===== config.mk =====
export PLATFORM = sky130hd
export DESIGN_NAME = lr_car_detector_flat
export DESIGN_NICKNAME = d
export VERILOG_FILES = /design/src/rtl/lr_car_detector_if.sv /design/src/rtl/lr_car_detector.sv /design/src/flat_wrapper.sv
export SDC_FILE = /design/constraint.sdc
export NUM_CORES = 1
export LEC_CHECK = 0
export CORE_UTILIZATION = 55
export CTS_BUF_LIST = sky130_fd_sc_hd__clkbuf_4
export DETAILED_ROUTE_END_ITERATION = 8
export PLACE_DENSITY = 0.88
export SYNTH_ARGS = -nofsm -noshare
export SYNTH_HDL_FRONTEND = slang
export SYNTH_SLANG_ARGS = --single-unit

===== constraint.sdc =====
create_clock -name clk -period 4.5 [get_ports clk]
set_clock_uncertainty 0.15 [all_clocks]
set_input_delay 0.9 -clock clk [delete_from_list [all_inputs] [get_ports clk]]
set_output_delay 0.9 -clock clk [all_outputs]
set_load 0.005 [all_outputs]

===== src/rtl/lr_car_detector_if.sv =====
// Signal bundle between the local-road loop sensor front end and the light controller.
// The master side drives the raw sensor and light state; the slave side is the detector.
interface lr_car_detector_if #(
    parameter int CNT_W = 4
);
    logic             sensor_raw;
    logic [2:0]       lr_light;
    logic             lr_has_car;
    logic [CNT_W-1:0] car_count;
    logic             arrival;
    logic             overflow;

    modport master (
        output sensor_raw,
        output lr_light,
        input  lr_has_car,
        input  car_count,
        input  arrival,
        input  overflow
    );

    modport slave (
        input  sensor_raw,
        input  lr_light,
        output lr_has_car,
        output car_count,
        output arrival,
        output overflow
    );
endinterface


===== src/rtl/lr_car_detector.sv =====
// Local-road vehicle detector: synchronises and debounces the loop sensor, counts waiting
// cars and retires one car per PASS_CYCLES contiguous green cycles.
module lr_car_detector #(
    parameter int DEBOUNCE    = 4,
    parameter int CNT_W       = 4,
    parameter int PASS_CYCLES = 10
) (
    input  logic              clk,
    input  logic              rst,
    lr_car_detector_if.slave  bus
);
    localparam int DEB_W  = $clog2(DEBOUNCE) + 1;
    localparam int PASS_W = $clog2(PASS_CYCLES) + 1;
    localparam logic [DEB_W-1:0]  DEB_LAST  = DEB_W'(DEBOUNCE - 1);
    localparam logic [PASS_W-1:0] PASS_LAST = PASS_W'(PASS_CYCLES - 1);
    localparam logic [CNT_W-1:0]  CNT_MAX   = {CNT_W{1'b1}};

    typedef enum logic [1:0] {IDLE, ARMING, PRESENT, RELEASING} state_t;

    logic [1:0]        sync_q;
    logic              s2;
    state_t            state_q, state_d;
    logic [DEB_W-1:0]  deb_cnt_q, deb_cnt_d;
    logic              deb_last;
    logic              arrival_ev;
    logic [PASS_W-1:0] pass_cnt_q, pass_cnt_d;
    logic              depart_ev;
    logic              green;
    logic [CNT_W-1:0]  car_count_q, car_count_d;
    logic              overflow_q, overflow_d;
    logic              has_car_q;
    logic              arrival_q;

    // Two-flop synchroniser; only the second stage is allowed to reach the FSM.
    generate
        for (genvar gi = 0; gi < 2; gi++) begin : g_sync
            always_ff @(posedge clk) begin
                if (rst)
                    sync_q[gi] <= 1'b0;
                else
                    sync_q[gi] <= (gi == 0) ? bus.sensor_raw : sync_q[gi-1];
            end
        end
    endgenerate

    assign s2       = sync_q[1];
    assign deb_last = (deb_cnt_q == DEB_LAST);

    always_ff @(posedge clk) begin
        if (rst) begin
            state_q   <= IDLE;
            deb_cnt_q <= '0;
        end else begin
            state_q   <= state_d;
            deb_cnt_q <= deb_cnt_d;
        end
    end

    always_comb begin
        state_d   = state_q;
        deb_cnt_d = deb_cnt_q;
        case (state_q)
            IDLE: begin
                if (s2) begin
                    state_d   = ARMING;
                    deb_cnt_d = '0;
                end
            end
            ARMING: begin
                if (!s2)
                    state_d = IDLE;
                else if (deb_last)
                    state_d = PRESENT;
                else
                    deb_cnt_d = deb_cnt_q + 1'b1;
            end
            PRESENT: begin
                if (!s2) begin
                    state_d   = RELEASING;
                    deb_cnt_d = '0;
                end
            end
            RELEASING: begin
                // A bounce back high while releasing is the same vehicle, not a new one.
                if (s2)
                    state_d = PRESENT;
                else if (deb_last)
                    state_d = IDLE;
                else
                    deb_cnt_d = deb_cnt_q + 1'b1;
            end
            default: state_d = IDLE;
        endcase
    end

    always_comb begin
        arrival_ev = (state_q == ARMING) && s2 && deb_last;
    end

    // Non-one-hot light codes never equal 001, so they fall out as not-green.
    assign green = (bus.lr_light == 3'b001);

    always_comb begin
        pass_cnt_d = '0;
        depart_ev  = 1'b0;
        if (green && (car_count_q != '0)) begin
            if (pass_cnt_q == PASS_LAST)
                depart_ev = 1'b1;
            else
                pass_cnt_d = pass_cnt_q + 1'b1;
        end
    end

    always_comb begin
        car_count_d = car_count_q;
        overflow_d  = overflow_q;
        case ({arrival_ev, depart_ev})
            2'b10: begin
                if (car_count_q == CNT_MAX)
                    overflow_d = 1'b1;
                else
                    car_count_d = car_count_q + 1'b1;
            end
            2'b01: begin
                if (car_count_q != '0)
                    car_count_d = car_count_q - 1'b1;
            end
            default: ;
        endcase
    end

    always_ff @(posedge clk) begin
        if (rst) begin
            pass_cnt_q  <= '0;
            car_count_q <= '0;
            overflow_q  <= 1'b0;
            has_car_q   <= 1'b0;
            arrival_q   <= 1'b0;
        end else begin
            pass_cnt_q  <= pass_cnt_d;
            car_count_q <= car_count_d;
            overflow_q  <= overflow_d;
            has_car_q   <= (car_count_d != '0);
            arrival_q   <= arrival_ev;
        end
    end

    assign bus.lr_has_car = has_car_q;
    assign bus.car_count  = car_count_q;
    assign bus.arrival    = arrival_q;
    assign bus.overflow   = overflow_q;
endmodule


===== src/flat_wrapper.sv =====
// flat-port wrapper written by rule: the top's interface ports become plain ports
module lr_car_detector_flat 
#(
    parameter int DEBOUNCE    = 4,
    parameter int CNT_W       = 4,
    parameter int PASS_CYCLES = 10
)
  (clk, rst, bus_sensor_raw, bus_lr_light, bus_lr_has_car, bus_car_count, bus_arrival, bus_overflow);
  lr_car_detector_if #(.CNT_W(CNT_W)) bus_i ();
  input  logic clk;
  input  logic rst;
  input wire logic [$bits(bus_i.sensor_raw)-1:0] bus_sensor_raw;
  input wire logic [$bits(bus_i.lr_light)-1:0] bus_lr_light;
  output wire logic [$bits(bus_i.lr_has_car)-1:0] bus_lr_has_car;
  output wire logic [$bits(bus_i.car_count)-1:0] bus_car_count;
  output wire logic [$bits(bus_i.arrival)-1:0] bus_arrival;
  output wire logic [$bits(bus_i.overflow)-1:0] bus_overflow;
  assign bus_i.sensor_raw = bus_sensor_raw;
  assign bus_i.lr_light = bus_lr_light;
  assign bus_lr_has_car = bus_i.lr_has_car;
  assign bus_car_count = bus_i.car_count;
  assign bus_arrival = bus_i.arrival;
  assign bus_overflow = bus_i.overflow;
  lr_car_detector #(.DEBOUNCE(DEBOUNCE), .CNT_W(CNT_W), .PASS_CYCLES(PASS_CYCLES)) u_core (.clk(clk), .rst(rst), .bus(bus_i));
endmodule

==> reports/results.ini <==
[critical_path]
cp_cell_sequence = inv_1 > ha_1 > nor3b_1 > or4b_1 > nor2b_1 > inv_1 > ha_1 > a221o_1 > a21oi_1 > nor2_1 > or4_1
required_ns = 4.53
r2r_setup_slack_ns = 1.10
setup.worst_path.end_class = register
timing.rr.end = u_core.bus.lr_has_car
startpoint_type = register
slowest_delay_ns = 0.54
critPathTopFamily = simple AND/OR/NAND/NOR gates
crit_buf_inv = 2
reg2reg_from = u_core.bus.car_count[0]
arrival_ns = 3.43
critPathKind = reg -> reg
critPathSlowestCell = dfxtp_1
crit_path_max_fanout = 10
r2r_cells = 11

[clocking]
htreeDepth = 1
root_buffer = clkbuf_4
clockBufferDepth = 2
cts.repair.resized = 0
cts_tree = built
clk_pin_slew_ns = 0.11
ctsHoldBuffers = 0
cts.sink_count = 19
cts_buffers = 3
cts_setup_buffers = 0
clk_latency_ns = 0.29

[route]
ant_nets = 0
drcViolationCount = 0
firstDrtPassIters = 6
vias = 807
routedWlPerCell_microns = 13.4
drtIter0Drc = 20
totalWireLength_mm = 1.79
viasPerCell = 6.02

[sta]
fmax_mhz = 294
hold_viol_final = 0
timing.final.crit_share_pct = 75.6
finalSetupViolCount = 0
fin_crit_ns = 3.40
tightest_slew_ns = 0.551
relSlewSlack_pct = 63.1
fin_setup_tns_ns = 0
slew_violations = 0
rsz0062_at_grt = no

[cells_and_area]
design_area_sq_um = 1100
antenna_cells = 0
area_delta_synth_final_pct = 14.0
nNetsFinal = 133
post-route-util_pct = 70.0
drive_gt1_share_pct = 6.78
layout.cells.non_filler = 134

[power]
power_mw = 0.270
swShare_pct = 20.5
p_int_mw = 0.214
p_switching_mw = 0.0552
leakage_nw = 0.427
p_clk_share_pct = 33.9
combPwrFrac_pct = 3.1
peakVddDrop_v = 0.000160
p_seq_share_pct = 63.1
pwr_density_cell_nw_per_um2 = 244

[global_route]
grt_pass1_vias = 738
grt_use_total_pct = 21.7
overflow = 0
grt_first_pass_wirelength_mm = 3.06
grt_max_degree = 16
grt_antenna_before_repair = 0

[floorplan]
coreArea_sq_um = 1580
chipWidth_microns = 44.0
die-area_sq_um = 1930
die_y_microns = 44.0
rows = 14
io_pins = 13
initial_core_util_pct = 61.4

[min_path]
hp-start = u_core.deb_cnt_q[1]
hold_depth = 2
hold_end = u_core.deb_cnt_q[1]
hold_class = reg -> reg

[synthesis]
synth-simple-area-share_pct = 23.6
synth_area_leader_cell = dfxtp_1
synth-async-reset-ratio_pct = 0
synth-compound-area-share_pct = 13.7
yosysTopAreaCellShare_pct = 39.3
ys.flop_type = dfxtp_1
synth_area_sq_um = 968
yosys_warnings = 0
synthAdderAreaFrac_pct = 10.3
yosysUniqueCellTypes = 38
synth_edf_count = 0
synthMuxAreaShare_pct = 2.71
synth_area_leaders = dfxtp_1 (39%), ha_1 (10%), nor2_1 (5.4%)
synth_seq_area_share_pct = 39.3
synth.net_count = 122
synth_xor_area_share_pct = 3.62
synth_cells = 108
synth-seq-cells = 19
synth_top_family_by_area = simple AND/OR/NAND/NOR gates
synth_area_per_cell_sq_um = 8.97

[place]
dpl_cell_area_sq_um = 1070
dpl.hpwl_mm = 1.26
io_buffer_count = 12
place.gp.congestion = 0.853
dp_cells = 130

[job]
drv_cap = 0

[outcome]
status = completed

worst max path at each step:
| stage | start | end | slack (ns) | cells after the start |
|---|---|---|---|---|
| floorplan | bus_lr_light[1] | u_core.bus.lr_has_car | 1.28 | 9 |
| global placement | bus_lr_light[1] | u_core.bus.lr_has_car | 0.89 | 9 |
| detailed placement | bus_lr_light[1] | u_core.bus.lr_has_car | 0.81 | 9 |
| CTS | u_core.bus.car_count[0] | u_core.bus.lr_has_car | 1.09 | 11 |
| global route | u_core.bus.car_count[0] | u_core.bus.lr_has_car | 0.85 | 12 |
| finish | u_core.bus.car_count[0] | u_core.bus.lr_has_car | 1.10 | 11 |
power groups by stage:
stage / Combinational [mW] / Sequential, mW / Clock (mW)
floorplan: 0.00278 / 0.174 / 0
global placement: 0.00782 / 0.174 / 0
detailed placement: 0.00820 / 0.174 / 0
CTS: 0.00833 / 0.170 / 0.0922
global route: 0.00875 / 0.170 / 0.0972
finish: 0.00827 / 0.170 / 0.0913
layer usage:
metal  up-vias  GRT usage, %  wire length (microns)
met5         -             0                      0
met4         0          7.27                     10
met3         2          3.75                     93
met2        31          37.9                    880
met1       380          27.0                    809
li1        394             -                      -
cell usage in the layout, fill, tap and decap left out, types with 2 or more instances in the layout:
cell type	Yosys	layout
nor3b_1	3	3
nand2_1	7	7
ha_1	8	8
nand3_1	3	3
a21oi_1	7	7
inv_1	8	8
nor2_1	14	14
clkdlybuf4s50_1	0	12
nor3_1	2	2
nor2b_1	5	5
clkbuf_4	0	4
xor2_1	3	3
dfxtp_1	19	19
cells by family after synthesis:
| logic type | after synthesis |
|---|---|
| AND/OR/NAND/NOR | 43 |
| AO/OA/AOI/OAI | 18 |
| buffers and inverters | 14 |
| multiplexers | 2 |
| flip-flops | 19 |
| adder cells (fa/ha/maj) | 8 |
| XOR/XNOR | 4 |
cells in the mapped netlist (2+ instances only):
master    instances
inv_1             8
xor2_1            3
nand3_1           3
clkbuf_1          3
a21oi_1           7
dfxtp_1          19
ha_1              8
nor2b_1           5
nor3b_1           3
nor2_1           14
nand2_1           7
nor3_1            2
flip-flops by register name (all words and copies together), names as in the netlist, named ones only:
register,cells
u_core.deb_cnt_q,3
u_core.bus.overflow,1
u_core.state_q,1
u_core.pass_cnt_q,5
u_core.sync_q,1
u_core.bus.car_count,4
u_core.bus.arrival,1
u_core.bus.lr_has_car,1
u_core.s2,1
cell type report:
class	count	area, sq um
clock buffer	4	30.0
fill	126	473
inverter	8	30.0
multi-input combinational	75	523
sequential	19	380
tap	16	20.0
timing repair buffer	12	120
stage by stage:
step           worst slack, ns  hold WS, ns
5_1_grt                  0.846        0.328
3_3_place_gp             0.892        0.280
2_1_floorplan             1.28        0.264
3_5_place_dp             0.812        0.297
4_1_cts                   1.09        0.313
6_report                  1.10        0.310
worst reg2reg max path, cell delays in order, from the launching register on:
cell and delay (ns):
dfxtp_1 0.54, inv_1 0.09, ha_1 0.25, nor3b_1 0.20, or4b_1 0.51, nor2b_1 0.17, inv_1 0.06, ha_1 0.30
a221o_1 0.32, a21oi_1 0.14, nor2_1 0.06, or4_1 0.50
Power figures use the tool's default switching activity.
